--- src/rtl/fb_arbiter.sv ---
// fb_arbiter: shares one frame-memory port between VGA scanout, a frame-clear engine and a pixel writer.
// Latency: mem_a/mem_we/mem_d and wr_ack/wr_err are combinational (0 cycles); vga_data is registered (1 cycle).
// Backpressure: scanout is never stalled; the clear engine pauses on visible cycles; wr_req is held until wr_ack.
//
// Optional feature: define FB_CLEAR_EN to build the clear engine. Without it clear_start is ignored,
// clear_busy/clear_done are tied low and the priority is scanout > writer.
//
// Ports:
//   clka, rstn                     clock, asynchronous active-low reset
//   vga_rd_en, row_addr, col_addr  scanout request (640x480 coordinates, 4x4 pixel replication)
//   vga_data                       registered pixel colour, black during blanking
//   wr_req, wr_x, wr_y, wr_color   writer request (160x120 coordinates)
//   wr_ack, wr_err                 writer grant pulse; wr_err flags an out-of-range (dropped) write
//   clear_start, clear_busy, clear_done   clear engine control and status
//   mem_a, mem_we, mem_d, mem_spo  single-port frame memory with asynchronous read
module fb_arbiter #(
   parameter logic [11:0] BG_COLOR  = 12'h000,
   parameter int          MEM_WORDS = 19200
) (
   input  logic        clka,
   input  logic        rstn,
   input  logic        vga_rd_en,
   input  logic [8:0]  row_addr,
   input  logic [9:0]  col_addr,
   output logic [11:0] vga_data,
   input  logic        wr_req,
   input  logic [7:0]  wr_x,
   input  logic [6:0]  wr_y,
   input  logic [11:0] wr_color,
   output logic        wr_ack,
   output logic        wr_err,
   input  logic        clear_start,
   output logic        clear_busy,
   output logic        clear_done,
   output logic [14:0] mem_a,
   output logic        mem_we,
   output logic [11:0] mem_d,
   input  logic [11:0] mem_spo
);

   localparam logic [14:0] ROW_PITCH = 15'd160;

   logic [14:0] scan_addr;
   logic [14:0] wr_addr;
   logic        wr_in_range;

   // Scanout replicates each stored pixel over a 4x4 block, so the two LSBs of
   // row and column are dropped before forming the linear address.
   assign scan_addr   = 15'(row_addr[8:2]) * ROW_PITCH + 15'(col_addr[9:2]);
   assign wr_addr     = 15'(wr_y) * ROW_PITCH + 15'(wr_x);
   assign wr_in_range = (wr_x < 8'd160) && (wr_y < 7'd120);

   wire unused_addr_lsb = ^{row_addr[1:0], col_addr[1:0]};

   // Clear engine: clr_we marks a cycle in which it actually writes clr_cnt.
   logic        clr_we;
   logic [14:0] clr_cnt;

`ifdef FB_CLEAR_EN
   typedef enum logic [1:0] {
      CLR_IDLE = 2'd0,
      CLR_RUN  = 2'd1,
      CLR_DONE = 2'd2
   } clr_state_t;

   localparam logic [14:0] LAST_ADDR = 15'(MEM_WORDS - 1);

   clr_state_t  clr_state;
   clr_state_t  clr_state_nxt;
   logic [14:0] clr_cnt_nxt;

   always_ff @(posedge clka or negedge rstn) begin
      if (!rstn) begin
         clr_state <= CLR_IDLE;
         clr_cnt   <= '0;
      end else begin
         clr_state <= clr_state_nxt;
         clr_cnt   <= clr_cnt_nxt;
      end
   end

   always_comb begin
      clr_state_nxt = clr_state;
      clr_cnt_nxt   = clr_cnt;
      clr_we        = 1'b0;
      clear_busy    = 1'b0;
      clear_done    = 1'b0;
      case (clr_state)
         CLR_IDLE: begin
            // clear_start outside IDLE is ignored, so a running clear never restarts.
            if (clear_start) begin
               clr_state_nxt = CLR_RUN;
               clr_cnt_nxt   = '0;
            end
         end
         CLR_RUN: begin
            clear_busy = 1'b1;
            // Visible cycles belong to scanout: hold the counter, no write.
            if (!vga_rd_en) begin
               clr_we = 1'b1;
               if (clr_cnt == LAST_ADDR) begin
                  clr_state_nxt = CLR_DONE;
               end else begin
                  clr_cnt_nxt = clr_cnt + 15'd1;
               end
            end
         end
         CLR_DONE: begin
            // Still busy here so the writer stays blocked for the done cycle.
            clear_busy    = 1'b1;
            clear_done    = 1'b1;
            clr_state_nxt = CLR_IDLE;
         end
         default: begin
            clr_state_nxt = CLR_IDLE;
         end
      endcase
   end
`else
   localparam int unused_mem_words = MEM_WORDS;
   wire unused_clear_start = clear_start;

   assign clr_we     = 1'b0;
   assign clr_cnt    = '0;
   assign clear_busy = 1'b0;
   assign clear_done = 1'b0;
`endif

   // Port ownership: scanout > clear engine > writer > idle.
   always_comb begin
      mem_a  = '0;
      mem_we = 1'b0;
      mem_d  = '0;
      wr_ack = 1'b0;
      wr_err = 1'b0;
      if (vga_rd_en) begin
         mem_a = scan_addr;
      end else if (clear_busy) begin
         if (clr_we) begin
            mem_a  = clr_cnt;
            mem_we = 1'b1;
            mem_d  = BG_COLOR;
         end
      end else if (wr_req) begin
         wr_ack = 1'b1;
         if (wr_in_range) begin
            mem_a  = wr_addr;
            mem_we = 1'b1;
            mem_d  = wr_color;
         end else begin
            wr_err = 1'b1;
         end
      end
   end

   // Blanking cycles output black rather than whatever the memory returns.
   always_ff @(posedge clka or negedge rstn) begin
      if (!rstn) begin
         vga_data <= '0;
      end else begin
         vga_data <= vga_rd_en ? mem_spo : 12'h000;
      end
   end

endmodule

--- config.mk ---
export PLATFORM = sky130hd
export DESIGN_NAME = fb_arbiter
export DESIGN_NICKNAME = d
export VERILOG_FILES = /design/src/rtl/fb_arbiter.sv
export SDC_FILE = /design/constraint.sdc
export NUM_CORES = 1
export LEC_CHECK = 0
export CAP_MARGIN = 5
export CORE_MARGIN = 1.5
export CORE_UTILIZATION = 33
export DETAILED_ROUTE_END_ITERATION = 8
export PLACE_DENSITY = 0.77
export RECOVER_POWER = 100
export SLEW_MARGIN = 15
export SYNTH_ARGS = -nofsm -noshare
export SYNTH_HDL_FRONTEND = slang
export SYNTH_SLANG_ARGS = --single-unit
--- constraint.sdc ---
create_clock -name clka -period 3.2 [get_ports clka]
set_input_delay 0.64 -clock clka [delete_from_list [all_inputs] [get_ports clka]]
set_output_delay 0.64 -clock clka [all_outputs]
set_load 0.005 [all_outputs]
==> results.txt, run 1 <==
Outcome: finished, violations left
Violated checks: setup timing
Gr ovfl total: 0
Largest net degree at the start of global routing: 19
Crit. End Element: output pin
Row count: 25
Area contributors post-synth: ha_1 (20%), dfrtp_1 (18%), and3_1 (5.3%), xor2_1 (5.3%), and2_1 (4.9%)
Max-Cap Viols: 0
Top FF cell, synth: dfrtp_1
Starting Density: 34.63%
Top-area cell type share of the netlist area: 19.76%
Post-synth EDFFs: 0
Worst VDD drop: 0.0001392 V
Commonest non-fill, non-tap cell in the layout: clkdlybuf4s50_1
Clock-pin slew on the worst setup and hold paths: 50 ps
LEAKAGE: 0.001563 uW
Post-DP HPWL: 3885 microns
Routed WL: 5101 microns
Total core area: 0.004755 sq mm
Post-Synthesis Cells: 184
Hold slack: 809.5 ps
Area occupied by multi-input gates: 0.001574 sq mm
Worst slew pin tran: 603.7 ps
Layout Nets: 416
I/O pin total: 107
Final Cycle Share: 101.9%
Metal3 WL: 489 microns
# setup viols final: 5
Largest register FFs: 12
All-Layer GR Usage: 18.55%
Synth cell types: 37
Hold WC Path Type: in -> async
Final worst slack: -61.00 ps
Vias in the first global route: 1801
Clk root buf: clkbuf_8
Share of cells above drive strength 1: 32.92%
Area of the mapped netlist: 0.001647 sq mm
RePlAce Congestion: 0.7521
Fin Setup TNS: -96.47 ps
Avg Inst Size Synth: 8.949 sq um
Required @ worst endpoint: 2560 ps
Async SR Flop Fraction: 100.0%
First-pass GRT wire length: 7803 microns
H-tree levels: 1
CTS Buffer Depth: 2
Top Metal Used: met4
Design area: 0.003353 sq mm
Vias per cell: 4.766
Total CTS buffers: 3
Largest Register: vga_data
Register Area: 300.3 sq um
Power consumption: 906.2 uW
Per-cell routed wire length: 13.11 microns
Die W: 73.64 microns
Final Hold Viols: 0
Via Count: 1854
Fill cell count: 380
Peak Freq: 0.3067 GHz
Drt pass-1 iters: 4
Initial DRC Count: 24
Number of synthesized register bits: 12
RSZ-0062 raised after global routing: true
Slew HR: 59.76%
Count of port buffers added during placement: 99
DR DRC count: 0
Seq/Total Area, Yosys: 18.24%
CTS Sinks: 12
Clock period minus worst slack: 3261 ps
Initial antenna violation count: 0
Final Max Tran Viols: 0
Die height: 73.64 microns
Biggest regs: vga_data (12)
Yosys top cell by area: ha_1
Die Footprint: 0.005422 sq mm
Placement Cell Area: 0.002952 sq mm
WL met2: 2803 microns
Power Dens Cells: 270.3 mW/mm^2
DRT met1 WL: 1775 microns
Commonest non-fill, non-tap cells in the layout: clkdlybuf4s50_1 (58), buf_4 (34), ha_4 (17)
Post-route antenna net violation count: 0
Setup CP Type: in -> out
Layout area overhead: 103.6%
Worst Setup Start Kind: input pin
Inserted Diodes: 0
Critical Path AT: 2620 ps
Crit Path Max Fanout: 3
Cts hold-fix bufs: 0
Worst slack, placed: -1020 ps
CTS tree: built
Syn. warnings: 0
## routing by layer
metal | vias up | track usage, %
met5 | - | 0
met4 | 0 | 3.086
met3 | 5 | 3.704
met2 | 95 | 38.64
met1 | 843 | 18.63
li1 | 911 | -
## how the worst max path moves through the flow
| stage | from | to | cells past startpoint |
|---|---|---|---|
| floorplan | wr_y[1] | mem_a[13] | 10 |
| finish | row_addr[2] | mem_a[13] | 12 |
| CTS | wr_y[1] | mem_a[13] | 12 |
| global route | wr_y[1] | mem_a[13] | 12 |
| global placement | wr_y[1] | mem_a[12] | 12 |
| detailed placement | wr_y[1] | mem_a[12] | 12 |
## power by group
group	switching, uW	internal, uW	leakage, uW	total, uW
sequential	1.21	160	0.000155	161
combinational	240	349	0.00138	588
clock	49.1	108	0.0000288	157
## logic make-up (layout without fill, tap and decap cells)
logic type               Yosys count  in the layout  share of synthesized area (%)
AND/OR/NAND/NOR                   64             64                          21.88
AO/OA/AOI/OAI                     36             36                          16.34
adder cells (fa/ha/maj)           30             30                          24.62
XOR/XNOR                          21             21                          12.08
buffers and inverters             20            157                          6.610
flip-flops                        12             12                          18.24
other                              1              2                         0.2277
## cell type report
| class | count | area share, % |
|---|---|---|
| clock buffer | 4 | 1.642 |
| sequential | 12 | 8.955 |
| multi-input combinational | 153 | 46.94 |
| timing repair buffer | 141 | 38.62 |
| inverter | 12 | 1.343 |
| tap | 67 | 2.500 |
## cells in the mapped netlist (all sizes together), types with 2 or more instances
cell type	number
ha	26
and3	14
and2	13
dfrtp	12
inv	12
nand2	11
nor2	11
xor2	11
xnor2	10
o21ai	9
a22o	7
a21o	5
a21oi	5
buf	5
fa	4
nand2b	4
clkbuf	3
nand3	3
nor2b	3
o21bai	3
a211oi	2
nand4	2
## per-stage QoR
step           cells  utilization [%]
6_report         389            70.53
2_1_floorplan    185                -
5_1_grt          389            70.53
3_3_place_gp     380            62.08
3_5_place_dp     380            62.08
4_1_cts          388            70.18
## critical path, cell delays in order
cell and delay (ps):
clkdlybuf4s15_2 210, ha_4 170, ha_4 160, inv_2 50
fa_2 430, nand2b_4 160, nor2_4 100, buf_6 110
nand4_1 100, xnor2_1 140, a22o_1 220, buf_2 130
## repair_timing
item	4_1_cts	5_1_grt
cloned	0	0
pin swaps	35	22
gates resized for setup	122	16
buffers inserted	4	1
endpoints found under the setup margin	12	8
Note: power is estimated with default switching activity, not from simulation.
==> run 2: changes to the inputs <==
--- a/config.mk
+++ b/config.mk
@@ -11,7 +11,7 @@
 export DETAILED_ROUTE_END_ITERATION = 8
 export PLACE_DENSITY = 0.77
 export RECOVER_POWER = 100
-export SLEW_MARGIN = 15
+export SLEW_MARGIN = 20
 export SYNTH_ARGS = -nofsm -noshare
 export SYNTH_HDL_FRONTEND = slang
 export SYNTH_SLANG_ARGS = --single-unit
==> results of run 2 <==
No change in the layout: final DEF, timing and power equal those of run 1.
